**config.mk**
```make
export PLATFORM = sky130hd
export DESIGN_NAME = vend_change
export DESIGN_NICKNAME = d
export VERILOG_FILES = /design/src/rtl/vend_change.sv
export SDC_FILE = /design/constraint.sdc
export NUM_CORES = 1
export LEC_CHECK = 0
export CAP_MARGIN = 5
export CORE_ASPECT_RATIO = 1.25
export CORE_MARGIN = 4
export CORE_UTILIZATION = 53
export DETAILED_ROUTE_END_ITERATION = 10
export HOLD_SLACK_MARGIN = 0.1
export PLACE_DENSITY = 0.74
export RECOVER_POWER = 100
export SYNTH_ARGS = -nofsm -noshare
export SYNTH_HDL_FRONTEND = slang
export SYNTH_SLANG_ARGS = --single-unit
```
**constraint.sdc**
```tcl
create_clock -name clk -period 3.51 [get_ports clk]
set_input_delay 0.702 -clock clk [delete_from_list [all_inputs] [get_ports clk]]
set_output_delay 0.702 -clock clk [all_outputs]
set_load 0.005 [all_outputs]
```
**src/rtl/vend_change.sv**
```systemverilog
// Coin-operated vending controller: banks nickels/dimes/quarters, vends once
// credit reaches PRICE, then pays any overpayment back one nickel per cycle.
//
// state   | meaning
// COLLECT | idle, accepting coins and cancel requests
// VEND    | one-cycle vend pulse; change (if any) follows
// CHANGE  | returning one nickel per cycle until chg_cnt is exhausted
module vend_change #(
  parameter int PRICE    = 6,
  parameter int CREDIT_W = 4
) (
  input  logic                clk,
  input  logic                reset,
  input  logic                n,
  input  logic                d,
  input  logic                q,
  input  logic                cancel,
  output logic                y,
  output logic                chg_n,
  output logic                coin_rej,
  output logic                busy,
  output logic [CREDIT_W-1:0] credit
);

  typedef enum logic [1:0] {COLLECT, VEND, CHANGE} state_t;

  localparam logic [CREDIT_W:0] PRICE_W = (CREDIT_W+1)'(PRICE);

  state_t              state_q,    state_d;
  logic [CREDIT_W-1:0] credit_q,   credit_d;
  logic [CREDIT_W-1:0] chg_cnt_q,  chg_cnt_d;
  logic                coin_rej_q, coin_rej_d;

  logic [1:0]          coin_num;
  logic                any_coin;
  logic                valid_coin;
  logic [CREDIT_W:0]   coin_val;
  logic [CREDIT_W:0]   sum;
  logic [CREDIT_W-1:0] overpay;

  assign coin_num   = {1'b0, n} + {1'b0, d} + {1'b0, q};
  assign any_coin   = n | d | q;
  assign valid_coin = (coin_num == 2'd1);

  always_comb begin
    coin_val = '0;
    if (n)      coin_val = (CREDIT_W+1)'(1);
    else if (d) coin_val = (CREDIT_W+1)'(2);
    else if (q) coin_val = (CREDIT_W+1)'(5);
  end

  // One extra bit keeps credit+coin from wrapping before the price compare.
  assign sum     = {1'b0, credit_q} + coin_val;
  assign overpay = sum[CREDIT_W-1:0] - PRICE_W[CREDIT_W-1:0];

  always_comb begin
    state_d    = state_q;
    credit_d   = credit_q;
    chg_cnt_d  = chg_cnt_q;
    coin_rej_d = 1'b0;
    case (state_q)
      COLLECT: begin
        if (cancel) begin
          coin_rej_d = any_coin;
          if (credit_q != '0) begin
            chg_cnt_d = credit_q;
            credit_d  = '0;
            state_d   = CHANGE;
          end
        end else if (valid_coin) begin
          if (sum >= PRICE_W) begin
            state_d   = VEND;
            credit_d  = '0;
            chg_cnt_d = overpay;
          end else begin
            credit_d = sum[CREDIT_W-1:0];
          end
        end else begin
          coin_rej_d = any_coin;
        end
      end
      VEND: begin
        coin_rej_d = any_coin;
        state_d    = (chg_cnt_q != '0) ? CHANGE : COLLECT;
      end
      CHANGE: begin
        coin_rej_d = any_coin;
        chg_cnt_d  = chg_cnt_q - CREDIT_W'(1);
        if (chg_cnt_q == CREDIT_W'(1)) state_d = COLLECT;
      end
      default: state_d = COLLECT;
    endcase
  end

  always_ff @(posedge clk or negedge reset) begin
    if (!reset) begin
      state_q    <= COLLECT;
      credit_q   <= '0;
      chg_cnt_q  <= '0;
      coin_rej_q <= 1'b0;
    end else begin
      state_q    <= state_d;
      credit_q   <= credit_d;
      chg_cnt_q  <= chg_cnt_d;
      coin_rej_q <= coin_rej_d;
    end
  end

  assign y        = (state_q == VEND);
  assign chg_n    = (state_q == CHANGE);
  assign busy     = (state_q != COLLECT);
  assign coin_rej = coin_rej_q;
  assign credit   = credit_q;

endmodule
```
# [After elaboration in Yosys (flattened, before gate mapping)]
# Cells that the tools add are included.
[word_totals] regBits=11 inputBits=6 output_inout_bits=8
[op_classes] mux=22 n_reduce_logical=10 n_eq_ne=9 add_sub_neg=5 bitwise=2 order_cmp=1
[ops] operator="$mux W4" count=8
[ops] operator="$mux W2" count=6
[ops] operator="$ne A3 B3 Y1 const B" count=3
[ops] operator="$pmux W4 S2" count=1
[ops] operator="$reduce_and A4 Y1" count=2
[ops] operator="$reduce_bool A4 Y1" count=2
[ops] operator="$mux W3" count=2
[ops] operator="$pmux W2 S3" count=1
[ops] operator="$reduce_bool A2 Y1" count=3
[ops] operator="$add A4 B5 Y5" count=1
[ops] operator="$ge A5 B3 Y1 const B" count=1
[ops] operator="$mux W5" count=1
[ops] operator="$eq A2 B1 Y1 const B" count=2
[ops] operator="$eq A4 B1 Y1 const B" count=1
[ops] operator="$ne A2 B1 Y1 const B" count=2
[ops] operator="$sub A4 B1 Y4 const B" count=1
[ops] operator="$sub A4 B3 Y4 const B" count=1
[ops] operator="$reduce_and A3 Y1" count=1
[ops] operator="$add A1 B1 Y2" count=1
[ops] operator="$add A2 B1 Y2" count=1
[ops] operator="$eq A2 B2 Y1 const B" count=1
[ops] operator="$logic_not A2 Y1" count=1
[ops] operator="$mux W1" count=2
[ops] operator="$or A1 B1 Y1" count=2
[ops] operator="other kinds (2)" count=2

# [Longest topological paths before layout]
# Gate-level depths: netlist (run 1).
[logic_depth] depth_word=9 mapped_depth=11 mapped_depth_nobuf=11

# [Worst setup path after synthesis (run 1)]
# No wires, ideal clock.
[synth_timing] kind="input -> register" startpoint="in d" endpoint="reg chg_cnt_q[2]" t_arrival_ps=2828 setup_slack_ps=556 setup_ps=126 path_buffers=0 required_ps=3384 path_stages=11 cell_sequence="nand2b_1 nand2b_1 ha_1 inv_1 fa_1 xnor2_2 ha_1 a2111oi_4 a211oi_4 mux2i_1 nand3_1"
[synth_between] elab_chain_cells=8 word_cells_on_any_way=15 cone_classes="add/sub (4); order compare (1); eq/ne (3); mux (6); reduce/logical (1)"
[synth_rtl] element="start, declared" line_no="15" text="input logic d,"
[synth_rtl] element="$mux W3" line_no="48" text="else if (d) coin_val = (CREDIT_W+1)'(2);"
[synth_rtl] element="$mux W5" line_no="47" text="if (n) coin_val = (CREDIT_W+1)'(1);"
[synth_rtl] element="$add A4 B5 Y5" line_no="53" text="assign sum = {1'b0, credit_q} + coin_val;"
[synth_rtl] element="$sub A4 B3 Y4" line_no="54" text="assign overpay = sum[CREDIT_W-1:0] - PRICE_W[CREDIT_W-1:0];"
[synth_rtl] element="$mux W4" line_no="71" text="if (sum >= PRICE_W) begin"
[synth_rtl] element="$mux W4" line_no="70" text="end else if (valid_coin) begin"
[synth_rtl] element="$mux W4" line_no="63" text="if (cancel) begin"
[synth_rtl] element="$pmux W4 S2" line_no="61" text="case (state_q)"
[synth_rtl] element="end signal, assigned" line_no="104" text="chg_cnt_q <= chg_cnt_d;"
[synth_rtl] element="end, declared" line_no="31" text="logic [CREDIT_W-1:0] chg_cnt_q, chg_cnt_d;"
# Parallel ways exist; a longest one is shown, timed or not. The select of a mux whose other input is x is not followed.
# A chain may end at the register's enable or synchronous reset.

# [Worst setup path after layout (run 1)]
[layout_timing] startpoint="in q" endpoint="reg chg_cnt_q[2]"
[layout_between] elab_chain_cells=9 word_cells_on_any_way=15 cone_classes="add/sub (3); order compare (1); eq/ne (3); mux (7); reduce/logical (1)"
[layout_rtl] element="start, declared" line_no="16" text="input logic q,"
[layout_rtl] element="$mux W3" line_no="49" text="else if (q) coin_val = (CREDIT_W+1)'(5);"
[layout_rtl] element="$mux W3" line_no="48"
[layout_rtl] element="$mux W5" line_no="47"
[layout_rtl] element="$add A4 B5 Y5" line_no="53"
[layout_rtl] element="$sub A4 B3 Y4" line_no="54"
[layout_rtl] element="$mux W4" line_no="71"
[layout_rtl] element="$mux W4" line_no="70"
[layout_rtl] element="$mux W4" line_no="63"
[layout_rtl] element="$pmux W4 S2" line_no="61"
# Parallel ways exist; a longest one is shown, timed or not. The select of a mux whose other input is x is not followed.

==> metrics, run 1 <==
status finished, final reports clean; asr flop ratio synth 1.00; fin util 0.661; number of gates resized after CTS 0; hold_buf cts 0; drt pass-1 iters 4; initial antenna violation count 0; layout overhead on the synthesized area 17.4%; dpl hpwl 1800 um; 1st-iter DRT viols 27; DR vias 866; initial core utilization 0.563; CTS sink cnt 11; Tcrit/Tclk final 0.913; height of the die approximately 57 um; Top FF cell, synth dfrtp_1; Max IR drop VDD 0.368 mV; Root Driver clkbuf_4; nets between 100 and 150; Hold Fails Final Rpt 0; setup_tns 0 ns; Mapped Nets around 130; H-tree depth 1; Required @ worst endpoint 3.66 ns; Hold Crit Endpoint state_q[0]; drt wl/cell 15.2 um; clk buf depth 2; Clock Skew 0.00792 ns; layout cells sized above 1 0.0781; relative slew slack 0.628; crit-path cells clkdlybuf4s50_1 -> nand2b_1 -> nand2b_1 -> ha_1 -> inv_1 -> fa_1 -> xnor2_1 -> clkbuf_1 -> a2111oi_2 -> a211oi_4 -> mux2i_1 -> nand3_1; clock share of power 0.098; global-route wire length before repair 3930 um; hold path startpoint state_q[0]; cells after synthesis 108; worst r2r src credit[0]; Core Rows 17; vias in the first global route between 900 and 1k; number of port buffers 13; GPL Wtd Cong 0.886; Post-route DRC 0; Num CTS Buffers 3; Int Power 0.499 mW; CP top delay family buffers and inverters; post-synth top area cell dfrtp_1; number of synthesized register bits 11; CTS tree built; Max FO, Critical Path 8; synthesized area per cell 9.31 um2; # IOs 14; clock latency on the worst-skew pair roughly 0.27 ns; die area 2660 um2; Area contributors post-synth dfrtp_1 27%, ha_1 14%, inv_1 4.5%; Synth top area share 0.274; Power Density 780 nW/um2; RSZ-0062 raised after global routing no; sequential share of power 0.261; sequential fraction of the synthesis area 0.274; Post-synth EDFFs 0; worst hold-check path type reg2reg; Distinct cells, synth 41; Buf/Inv on CP 3; Syn Std Cell Area 1010 um2; core area 1790 um2; Worst Slack Setup Final 0.305 ns; Sw Pwr ~0.42 mW; Worst EP arrival 3.36 ns; Reg clk slew, reported paths 0.08 ns; Setup crit start kind primary input; Logic pwr share 0.642; ANT cells 0; Worst path slowest cell clkdlybuf4s50_1; CP dominant cell by count nand2b_1; critical path class in2reg; Tightest Pin Transition 0.558 ns; cells on worst reg2reg path 9; Vias/cell 5.89; max-slew violation count 0; Post CTS Setup Buffer Count 0; crit path capture type flip-flop; min Tclk post-route 3.20 ns; GRT Total Usage 0.204; leakage 0.543 nW; Hold Crit Depth 1; synth warn 0; CP max stage delay 0.51 ns; RR Endpoint chg_cnt_q[2]; R2R setup slack 0.93 ns; largest net degree at the start of global routing 14; Overflow after GRT 0; Max Cap Viol 0; Die Wd 47.0 um; fmax roughly 0.31 GHz; DRT antenna net count 0; switching share of power 0.459; worst slack at placement 0.0670 ns; Final Setup Violations 0; final WL 2230 um
-- how the worst max path moves through the flow --
stage | startpoint | to | slack (ns) | cells past startpoint
2_1_floorplan | d | chg_cnt_q[2] | 0.56 | 11
3_3_place_gp | q | credit[0] | 0.21 | 12
3_5_place_dp | q | chg_cnt_q[2] | 0.07 | 12
4_1_cts | q | chg_cnt_q[2] | 0.36 | 12
5_1_grt | q | chg_cnt_q[2] | 0.11 | 12
6_report | q | chg_cnt_q[2] | 0.31 | 12
-- kinds of logic (layout without fill, tap and decap cells) --
family                     count (synthesis)  after routing  synth area share
muxes                                      4              4            0.0398
adders and majority gates                 13             13             0.177
AOI/OAI and AO/OA                         26             26             0.228
and+or+nand+nor                           39             39             0.209
xor gates and xnor gates                   2              2            0.0249
buffers and inverters                     13             33            0.0485
DFF                                       11             11             0.274
-- metrics by stage --
stage,instance area (um2),power [mW],instances,hold slack [ns]
finish,1180,0.922,147,0.569
CTS,1210,0.964,147,0.571
global placement,1190,0.854,143,0.534
global route,1180,1.02,147,0.612
detailed placement,1190,0.873,143,0.556
floorplan,1010,0.674,108,0.406
-- power by group through the flow --
stage	Combinational, mW	Sequential, mW	Clock, mW
2_1_floorplan	0.445	0.229	0
3_3_place_gp	0.613	0.241	0
3_5_place_dp	0.629	0.244	0
4_1_cts	0.632	0.242	0.0895
5_1_grt	0.673	0.249	0.0983
6_report	0.591	0.240	0.0899
-- sequential cells by signal, summed over array words and instances (netlist names) --
name / count
chg_cnt_q: 4
credit: 4
state_q: 2
coin_rej: 1
-- worst reg2reg max path, cell delays in order (launching register included) --
cell and delay, ns:
dfrtp_1 0.44, ha_1 0.22, inv_1 0.06, fa_1 0.40, xnor2_1 0.25, clkbuf_1 0.22, a2111oi_2 0.14, a211oi_4 0.40
mux2i_1 0.25, nand3_1 0.09
-- cell usage after synthesis, types with 3 or more instances --
cell type,count
o21ai_0,3
o211ai_1,4
mux2i_1,4
a21oi_1,3
inv_1,12
nor2_1,8
dfrtp_1,11
nand2b_1,5
nand3_1,3
ha_1,11
nand2_1,10
-- cell usage in the layout, fill, tap and decap left out, drive strengths merged, types with 2 or more instances in the layout --
master and count:
ha 11, nand2b 6, o22ai 2, o211ai 5, mux2i 4, a32o 2, a211oi 2, o21ai 4
inv 12, nand3 3, nor2 8, clkbuf 7, a21oi 3, nand2 10, dfrtp 11, nor2b 2
clkdlybuf4s50 4, fa 2, dlygate4sd3 9, nor3 2
-- metal layers --
layer  vias to the layer above  global-route usage  routed length [um]
li1                        427                   -                   -
met3                         6              0.0288                  89
met4                         0              0.0988                  65
met5                         -                   0                   0
met1                       407               0.238                 947
met2                        26               0.344                1130
-- area by class of cell --
type,count,area (um2)
inverters,12,45.0
repair buffers,17,149
fillers,163,606
multi-input cells,84,662
well taps,19,23.8
flip-flops and latches,11,275
clock buffers,4,26.3
Power figures use the tool's default switching activity.
==> inputs of run 2 (changes only) <==
Settings changed: SETUP_SLACK_MARGIN set to 0.05.
==> results of run 2 <==
Same layout as run 1: the final DEF is identical, and so are final timing and power.
==> inputs of run 3 (changes only) <==
Settings changed: CORE_UTILIZATION 53 to 50, PLACE_DENSITY 0.74 to 0.7.
==> metrics, run 3 (synthesis results as in run 1) <==
Hold Fails Final Rpt 0 (unchanged); Max FO, Critical Path 8 (unchanged); status finished, final reports clean; Clock Skew 0.0108 ns (+0.00285 ns); Root Driver clkbuf_4; most frequent cells in the layout 12 x inv_1, 11 x ha_1, 11 x dfrtp_1; setup_tns 0 ns (unchanged); Reg clk slew, reported paths 0.08 ns (about the same); Overflow after GRT 0 (unchanged); CP top delay family adder cells; Required @ worst endpoint 3.67 ns (about the same); Critical Path Sink chg_cnt_q[2]; Max Cap Viol 0 (unchanged); max-slew violation count 0 (unchanged); DRT antenna net count 0 (unchanged); 1st-iter DRT viols 17 (-37%); # IOs 14 (unchanged); critical path depth 12 (unchanged); clock latency on the worst-skew pair 0.28 ns (about the same); R2R setup slack 0.97 ns (+0.04 ns); Core Rows 17 (unchanged); CP max stage delay 0.59 ns (+0.08 ns); drt wl/cell 15.0 um (-1.4%); Worst EP arrival 3.38 ns (+0.02 ns); drt pass-1 iters 5 (+1); DR vias 864 (-0.23%); Worst path slowest cell dlygate4sd3_1; relative slew slack 0.633 (+0.00519); crit-path cells dlygate4sd3_1 -> nand2b_1 -> nand2b_1 -> ha_1 -> inv_1 -> fa_1 -> xnor2_2 -> ha_1 -> a2111oi_4 -> a211oi_4 -> mux2i_1 -> nand3_1; Post-route DRC 0 (unchanged); Post CTS Setup Buffer Count 0 (unchanged); CTS sink cnt 11 (unchanged); ANT cells 0 (unchanged); Tcrit/Tclk final 0.919 (+0.00637); fmax 0.310 GHz (-0.69%); clk buf depth 2 (unchanged); Num CTS Buffers 3 (unchanged); nets 147 (-0.68%); Die Wd 48.1 um (+2.5%); core area 1830 um2 (+2.4%); final WL 2190 um (-2.1%); crit path capture type flip-flop; CP Launch Point q; Tightest Pin Transition 0.549 ns (-0.00852 ns); H-tree depth 1 (unchanged); largest net degree at the start of global routing 14 (unchanged); worst r2r src credit[0]; Setup crit start kind primary input; die area 2800 um2 (+5.1%); CTS tree built; vias in the first global route 870 (-6.0%); sequential cell area 275 um2 (unchanged); leakage 0.555 nW (+2.1%); Power Density 782 nW/um2 (+0.24%); critical path class in2reg; Max IR drop VDD 0.356 mV (-3.2%); RSZ-0062 raised after global routing no; Buf/Inv on CP 2 (-1); initial antenna violation count 0 (unchanged); number of port buffers 13 (unchanged); fin cells 146 (-0.68%); GRT Total Usage 0.185 (-0.0189); min Tclk post-route 3.23 ns (+0.0224 ns); multi-input logic area 682 um2 (+3.0%); worst hold-check path type reg2reg; global-route wire length before repair 3750 um (-4.6%); hold_buf cts 0 (unchanged); layout cells sized above 1 0.0945 (+0.0164); number of instances in the placed design 142 (-0.70%); initial core utilization 0.550 (-0.0131); commonest non-fill, non-tap cell in the layout inv_1; GPL Wtd Cong 0.840 (-5.2%); Vias/cell 5.92 (+0.45%); height of the die 58.2 um (+2.5%); layout overhead on the synthesized area 19.4%; cells on worst reg2reg path 9 (unchanged); Final Setup Violations 0 (unchanged); dpl hpwl 1750 um (-2.6%); RR Endpoint chg_cnt_q[2]; number of gates resized after CTS 0 (unchanged); fillers 149 (-8.6%)
==> run 3: per-layer routing <==
layer | global-route usage | vias to the layer above | share of wire
met5 | 0 | - | 0
li1 | - | 426 | -
met3 | 0.0280 | 5 | 0.031
met2 | 0.310 | 21 | 0.48
met1 | 0.229 | 412 | 0.46
met4 | 0.0692 | 0 | 0.020
==> run 3: layout make-up <==
cell class | instances | share of cell area
sequential | 11 | 0.229
tap | 19 | 0.0198
clock buffer | 4 | 0.0219
multi-input combinational | 84 | 0.568
timing repair buffer | 16 | 0.124
inverter | 12 | 0.0375
==> run 3: worst min path at each step <==
stage,start,end,cells past startpoint
floorplan,reset,chg_cnt_q[0],0
finish,state_q[0],state_q[0],1
global route,state_q[0],state_q[0],1
global placement,state_q[0],state_q[0],1
CTS,state_q[0],state_q[0],1
detailed placement,state_q[0],state_q[0],1
==> run 3: worst register-to-register path: cells and delay by family (launching register included) <==
family / cells / cell delay, ns
compound gates: 2 / 0.48
xor+xnor: 1 / 0.19
fa+ha+maj: 3 / 0.93
buf+inv: 1 / 0.06
flops: 1 / 0.45
mux: 1 / 0.23
simple gates: 1 / 0.08
==> run 3: power breakdown <==
group	switching, mW	internal (mW)
Clock	0.0470	0.0441
Sequential	0.0600	0.183
Combinational	0.324	0.282
Total	0.431	0.508
==> run 3: through the flow <==
stage                     worst slack, ns  hold slack, ns   util  instance area, um2  total power [mW]
after detailed placement           0.0652           0.556  0.644                1180             0.865
after global placement              0.145           0.537  0.644                1180             0.851
final                               0.283           0.564  0.657                1200             0.940
after global routing                0.128           0.613  0.657                1200              1.04
after CTS                           0.353           0.574  0.659                1200             0.959
after floorplan                     0.556           0.406      -                1010             0.674
